### src/rtl/mux_rr_arbiter_pkg.sv
// Shared definitions for the round-robin mux arbiter: FSM encoding,
// requester count and select width, plus a one-hot helper.
package mux_arb_defs;

  localparam int N_REQ = 4;
  localparam int SEL_W = 2;

  typedef enum logic {
    IDLE  = 1'b0,
    GRANT = 1'b1
  } state_t;

  function automatic logic [N_REQ-1:0] onehot_sel(input logic [SEL_W-1:0] idx);
    logic [N_REQ-1:0] v;
    v = {{(N_REQ-1){1'b0}}, 1'b1};
    return v << idx;
  endfunction

endpackage

### src/rtl/mux_rr_arbiter_picker.sv
// Rotating priority encoder: first set request searching upward from last+1,
// wrapping modulo the requester count.
module rr_grant_picker
  import mux_arb_defs::*;
(
  input  logic [N_REQ-1:0] req,
  input  logic [SEL_W-1:0] last,
  output logic [SEL_W-1:0] pick,
  output logic             any
);

  logic [SEL_W-1:0] idx;

  // Scan the four positions after last; the first hit wins.
  always_comb begin
    pick = 2'd0;
    any  = 1'b0;
    idx  = 2'd0;
    for (int i = 1; i <= N_REQ; i++) begin
      idx = last + i[SEL_W-1:0];
      if (!any && req[idx]) begin
        pick = idx;
        any  = 1'b1;
      end else begin
        pick = pick;
      end
    end
  end

endmodule

### src/rtl/mux_rr_arbiter.sv
// Round-robin arbiter owning the select of a shared 4:1 data mux; grants one
// requester for up to MAX_BURST valid/ready beats, then re-arbitrates.
module mux_rr_arbiter
  import mux_arb_defs::*;
#(
  parameter int DATA_W    = 8,
  parameter int MAX_BURST = 4,
  parameter int CNT_W     = 3
) (
  input  logic                    clk,
  input  logic                    rst,
  input  logic [N_REQ-1:0]        req,
  input  logic [N_REQ*DATA_W-1:0] data_in,
  input  logic                    ready_in,
  output logic [N_REQ-1:0]        grant,
  output logic [SEL_W-1:0]        sel,
  output logic                    out_valid,
  output logic [DATA_W-1:0]       out_data,
  output logic                    busy
);

  localparam logic [CNT_W-1:0] MAX_CNT = CNT_W'(MAX_BURST);

  state_t           state_r, state_s;
  logic [SEL_W-1:0] sel_r, sel_s;
  logic [SEL_W-1:0] last_r, last_s;
  logic [N_REQ-1:0] grant_r, grant_s;
  logic [CNT_W-1:0] beat_cnt_r, beat_cnt_s;
  logic [SEL_W-1:0] pick_s;
  logic             any_s;
  logic             beat_s;

  rr_grant_picker u_picker (
    .req  (req),
    .last (last_r),
    .pick (pick_s),
    .any  (any_s)
  );

  assign busy      = (state_r == GRANT);
  assign grant     = grant_r;
  assign sel       = sel_r;
  assign out_valid = busy & req[sel_r];
  assign out_data  = data_in[sel_r*DATA_W +: DATA_W];
  assign beat_s    = out_valid & ready_in;

  // Next-state: arbitrate in IDLE, count beats and decide release in GRANT.
  always_comb begin
    state_s    = state_r;
    sel_s      = sel_r;
    last_s     = last_r;
    grant_s    = grant_r;
    beat_cnt_s = beat_cnt_r;
    case (state_r)
      IDLE: begin
        if (any_s) begin
          sel_s      = pick_s;
          grant_s    = onehot_sel(pick_s);
          beat_cnt_s = {CNT_W{1'b0}};
          state_s    = GRANT;
        end else begin
          grant_s = {N_REQ{1'b0}};
        end
      end
      GRANT: begin
        if (!req[sel_r]) begin
          last_s  = sel_r;
          grant_s = {N_REQ{1'b0}};
          state_s = IDLE;
        end else if (beat_s) begin
          beat_cnt_s = beat_cnt_r + 1'b1;
          if (beat_cnt_r + 1'b1 == MAX_CNT) begin
            last_s  = sel_r;
            grant_s = {N_REQ{1'b0}};
            state_s = IDLE;
          end else begin
            state_s = GRANT;
          end
        end else begin
          state_s = GRANT;
        end
      end
      default: begin
        state_s = IDLE;
        grant_s = {N_REQ{1'b0}};
      end
    endcase
  end

  // State registers; last resets to 3 so requester 0 has first priority.
  always_ff @(posedge clk) begin
    if (rst) begin
      state_r    <= IDLE;
      sel_r      <= 2'd0;
      last_r     <= 2'd3;
      grant_r    <= 4'b0000;
      beat_cnt_r <= {CNT_W{1'b0}};
    end else begin
      state_r    <= state_s;
      sel_r      <= sel_s;
      last_r     <= last_s;
      grant_r    <= grant_s;
      beat_cnt_r <= beat_cnt_s;
    end
  end

endmodule

### config.mk
export PLATFORM = sky130hd
export DESIGN_NAME = mux_rr_arbiter
export DESIGN_NICKNAME = d
export VERILOG_FILES = /design/src/rtl/mux_rr_arbiter_pkg.sv /design/src/rtl/mux_rr_arbiter_picker.sv /design/src/rtl/mux_rr_arbiter.sv
export SDC_FILE = /design/constraint.sdc
export NUM_CORES = 1
export LEC_CHECK = 0
export CAP_MARGIN = 20
export CORE_MARGIN = 2
export CORE_UTILIZATION = 38
export CTS_BUF_LIST = sky130_fd_sc_hd__clkbuf_16
export DETAILED_ROUTE_END_ITERATION = 8
export HOLD_SLACK_MARGIN = 0.1
export PLACE_DENSITY = 0.84
export SYNTH_ARGS = -nofsm -noshare
export SYNTH_HDL_FRONTEND = slang
export SYNTH_HIERARCHICAL = 1
export SYNTH_SLANG_ARGS = --single-unit
### constraint.sdc
create_clock -name clk -period 3.25 [get_ports clk]
set_clock_uncertainty 0.1 [all_clocks]
set_input_delay 0.65 -clock clk [delete_from_list [all_inputs] [get_ports clk]]
set_output_delay 0.65 -clock clk [all_outputs]
set_load 0.005 [all_outputs]
* Word-level counts from Yosys, hierarchy flattened
Cells that the tools add are included.
** Storage, ports and cells
- Register bits :: 12
- Word-level logic and storage cells :: 72
** Operators by class
- Add/subtract/negate cells :: 4
- Order comparisons :: 5
- Equal/unequal tests :: 8
- Shifts and indexed selects :: 2
- Multiplexer cells :: 35
- Bitwise logic cells :: 3
- Reductions and logical operators :: 10
** Operators by type and width (number)
- indexed part select 32 x 6 -> 8 bit :: 1
- 2-to-1 mux 4 bit :: 4
- less-than comparator 2 x 3 -> 1 bit (second input constant) :: 5
- 2-to-1 mux 2 bit :: 7
- 2-to-1 mux 1 bit :: 13
- binary-select mux 1 bit (select 2 bit) :: 5
- 2-to-1 mux 3 bit :: 3
- one-hot mux 4 bit (2 select lines) :: 1
- inequality test 2 x 1 -> 1 bit (second input constant) :: 3
- one-hot mux 3 bit (2 select lines) :: 1
- AND reduction 3 bit :: 2
- adder 2 bit (second input constant) :: 2
- inequality test 2 bit (second input constant) :: 2
- AND reduction 2 bit :: 2
- << shifter 1 x 2 -> 4 bit (first input constant) :: 1
- adder 3 x 1 -> 3 bit (second input constant) :: 1
- equality test 3 bit (second input constant) :: 1
- logical AND 1 bit :: 3
- zero test 1 bit :: 3
- inequality test 3 x 2 -> 1 bit (second input constant) :: 1
- inequality test 3 bit (second input constant) :: 1
- adder 2 x 1 -> 2 bit (second input constant) :: 1
- AND 1 bit :: 2
- one-hot mux 1 bit (2 select lines) :: 1
- inverter 1 bit :: 1

* Depth between registers and ports, before layout
- Word-level depth :: 16
- Gate-level depth with buffers :: 6
- Gate-level depth less buffers :: 6

* By module
The synthesis kept the hierarchy.
** Modules (own cells, without submodules)
- mux_rr_arbiter :: instances 1, cells an instance 71, area an instance 742.0 um2, seq. area each 240.2 um2
- rr_grant_picker :: instances 1, cells an instance 14, area an instance 91.3 um2, seq. area each 0.0 um2

* Worst setup path before layout
Ideal clock, no wire load.
- Path kind :: input -> output
- From :: input port req[3]
- To :: output port out_valid
- Arrival :: 1.323 ns
- Data required time :: 2.500 ns
- Path slack :: 1.177 ns
- Stages on the path :: 2
- Buffers on the path :: 0
- Path through :: mux4_2 and2_1
** Between the ends
- Word-level cells in the longest chain between the ends :: 3
** RTL lines
- from (decl) :: line mux_rr_arbiter.sv:12 : input logic [N_REQ-1:0] req,
- binary-select mux 1 bit (select 2 bit) :: line mux_rr_arbiter.sv:43 : assign out_valid = busy & req[sel_r];
- 2-to-1 mux 1 bit (not written as such) :: line mux_rr_arbiter.sv:43
- AND 1 bit :: line mux_rr_arbiter.sv:43
- to (decl) :: line mux_rr_arbiter.sv:17 : output logic out_valid,
No other way between the ends. The select of a mux whose other input is x is not followed.

* Worst setup path in the final report
Same ends and word-level chain as after synthesis.

==> results.md <==
* Initial antenna violation count at 0
* Number of buffers added on ports at 54
* DRT Pass-1 Iters at 4
* Die Ht at about 50 um
* Number of placement rows at 16
* Final critical-path required period at ~3.1 ns
* Unrepaired setup endpoints after global routing: no
* Final worst hold slack at between 0.3 and 0.4 ns
* Int Power at 0.4581 mW
* Clk buf depth at 2
* Num ports at between 50 and 60
* Gp weighted congestion at 0.7392
* Number of nets at the end of the flow at approximately 180
* Worst Setup Slack, final at 0.1529 ns
* Switching share of power at 0.2445
* Via count of the first global-routing pass at 856
* Total of fill cells in the finished design at 149
* Clock root buffer master: clkbuf_16
* Normalized max-slew margin at 0.6806
* Clock group share of total power at 0.373
* Worst Hold Class: flop to flop
* Kind of critical path: input pin to output pin
* Final clock period utilization by the worst path at 0.9530
* Routed length per instance at around 14 um
* Total inserted antenna cells at 0
* ANT nets after route at 0
* Quantity of hold-fixing buffers added after cts at 0
* Initial Util at 0.4121
* Category of the worst setup path capture point: output pin
* Clock edge transition at the registers on the reported setup and hold paths at about 0.04 ns
* Logic pwr share at 0.329
* Number of buffers inserted by post-CTS setup repair at 0
* Fin Setup TNS at 0 ns
* Worst setup SP type: input pin
* Total routed wirelength at about 2400 um
* Final Hold Violating Endpoints at 0
* Vias at just under 900
* Leak Pwr at about 0.57 nW
* Maximum number of pins on one net before global-route repair at 13
* Crit path largest cell delay at 0.55 ns
* Dpl ws at 0.1680 ns
* Clock latency on the worst-skew pair at 0.24 ns
* Synthesized area divided by synthesized cell count at 9.804 um^2
* Cell area after placement at 0.001403 mm^2
* Grt total ovfl at 0
* CTS tree: done
* Crit Path Max Fanout at 6
* Width of the die at 50.83 um
* Net count after synthesis at 126
* First-pass GRT wire length at 3767 um
* GRT Overall Usage at 0.1909
* Family with the most delay on the worst path: buffers and inverters
* Maxcap violations at 0
* Endpoints failing setup at 0
* 1st-iter DRT viols at 9
* Net switching power at 0.1482 mW
* Gate Count Post-Synth at 85
* Result of the run: completed
* Worst-margin pin slew at 0.4785 ns
* Vias per inst at between 5 and 6
* H-tree levels at 1
* Final count of pins violating max slew at 0
* Clock net sink count at 12
* Sequential fraction of the synthesis area at 0.2883
* Cell with the largest stage delay on the worst path: mux4_2
* Count of warnings emitted by yosys at 6
* CP Cell Sequence: clkdlybuf4s50_1 -> mux4_2 -> and2_1 -> clkdlybuf4s50_1
* Number of synthesized register bits at 12
* Required time at the worst-slack endpoint at 2.50 ns
* Number of distinct library cells after synthesis at 27
* Power per cell area at a little over 400 mW/mm^2
* Core area at 0.002022 mm^2
* Number of buffers inserted during clock tree synthesis at 3
* Fraction of layout instances using a drive strength above 1 at 0.1206
* Max rail drop VDD at approximately 0.00035 V
* DRC Markers at 0
* Post-Syn Area at 833.3 um^2
* Post-route design area at 0.001481 mm^2
* Area growth from synthesis to final layout at 77.78%
* Most used cell, CP: clkdlybuf4s50_1
* Die Footprint at 0.002584 mm^2
* Worst endpoint data arrival time at 2.35 ns
* Max Fclk at between 300 and 400 MHz
* Buffer and inverter count on the worst path at 2
* Proportion of power drawn by flip-flops and latches at 0.298
* Cells resized by post-CTS repair at 0
* Post-detailed-placement half-perimeter wirelength at 1857 um
==> worst min-delay path, delay by kind of cell (launching register included) <==
family                 cells  cell delay [ns]
AO/OA/AOI/OAI              1             0.06
buffers and inverters      1             0.05
flip-flops                 1             0.30
==> flip-flops by register name (all words and copies together), names as in the netlist <==
register    flops
grant           4
beat_cnt_r      3
last_r          2
sel             2
busy            1
==> cells in the mapped netlist <==
cell type | instances | share of area
and2_1 | 2 | 0.015
nor2b_1 | 4 | 0.030
mux2_1 | 1 | 0.014
o21ai_0 | 1 | 0.0060
o21bai_1 | 1 | 0.0090
nand2_1 | 7 | 0.032
ha_1 | 2 | 0.030
buf_2 | 1 | 0.0060
a21oi_1 | 5 | 0.030
and2b_1 | 1 | 0.0090
mux4_2 | 9 | 0.24
nand3_1 | 2 | 0.012
o221ai_2 | 1 | 0.018
or3_1 | 1 | 0.0075
clkbuf_1 | 2 | 0.0090
o221ai_1 | 1 | 0.011
nand3_2 | 2 | 0.024
nor2_1 | 6 | 0.027
a31oi_1 | 1 | 0.0075
nand2b_1 | 4 | 0.030
o211ai_1 | 1 | 0.0090
a21boi_0 | 1 | 0.0090
inv_1 | 8 | 0.036
dfxtp_1 | 12 | 0.29
mux2i_1 | 4 | 0.048
o22ai_1 | 4 | 0.030
a21oi_2 | 1 | 0.011
==> per-stage QoR <==
stage          cells  power (mW)  utilization
3_5_place_dp     164      0.3832       0.6937
3_3_place_gp     164      0.3800       0.6937
2_1_floorplan     85      0.2673            -
4_1_cts          168      0.6106       0.7327
5_1_grt          168      0.6369       0.7327
6_report         168      0.6064       0.7327
==> path summary, 6_finish.rpt <==
kind,slack (ns),start,to,cells after the start
hold / removal,0.36,grant[3],grant[3],2
setup / recovery,0.15,req[3],out_valid,4
setup reg to reg,1.49,sel[1],beat_cnt_r[0],4
hold reg to reg,0.36,grant[3],grant[3],2
==> power groups by stage <==
stage / sequential (mW) / combinational, mW / clock [mW]
2_1_floorplan: 0.176 / 0.0909 / 0
3_3_place_gp: 0.183 / 0.197 / 0
3_5_place_dp: 0.184 / 0.200 / 0
4_1_cts: 0.181 / 0.201 / 0.228
5_1_grt: 0.183 / 0.214 / 0.240
6_report: 0.181 / 0.199 / 0.226
==> metal layers <==
metal	share of wire	track usage
met5	0	0
met3	0.12	0.04971
met2	0.47	0.3443
met4	0.014	0.08559
met1	0.40	0.2090
==> layout by cell type, fill, tap and decap left out, drive strengths merged <==
| master | count |
|---|---|
| clkdlybuf4s50 | 54 |
| dfxtp | 12 |
| mux4 | 9 |
| inv | 8 |
| nand2 | 7 |
| nor2 | 6 |
| a21oi | 6 |
| nand2b | 4 |
| mux2i | 4 |
| nor2b | 4 |
| o22ai | 4 |
| nand3 | 4 |
| clkbuf | 3 |
| and2 | 2 |
| ha | 2 |
| o221ai | 2 |
| o211ai | 1 |
| o21bai | 1 |
| mux2 | 1 |
| or3 | 1 |
| a21boi | 1 |
| o21ai | 1 |
| clkinv | 1 |
| buf | 1 |
| and2b | 1 |
| a31oi | 1 |
==> layout make-up <==
class | count | area (um^2) | share of cell area
Inverter | 8 | 30.03 | 0.02027
Timing Repair Buffer | 55 | 548.0 | 0.3699
Tap cell | 27 | 33.78 | 0.02280
Clock buffer | 3 | 75.07 | 0.05068
Sequential cell | 12 | 240.2 | 0.1622
Clock inverter | 1 | 3.754 | 0.002534
Multi-Input combinational cell | 62 | 550.5 | 0.3716
==> kinds of logic (layout without fill, tap and decap cells) <==
logic type / Yosys count / after routing / share of synthesized area
AND/OR/NAND/NOR: 29 / 29 / 0.1862
adder cells (fa/ha/maj): 2 / 2 / 0.03003
AO/OA/AOI/OAI: 17 / 17 / 0.1396
multiplexers: 14 / 14 / 0.3048
flip-flops: 12 / 12 / 0.2883
buffers and inverters: 11 / 67 / 0.05105
Note: power is estimated with default switching activity, not from simulation.
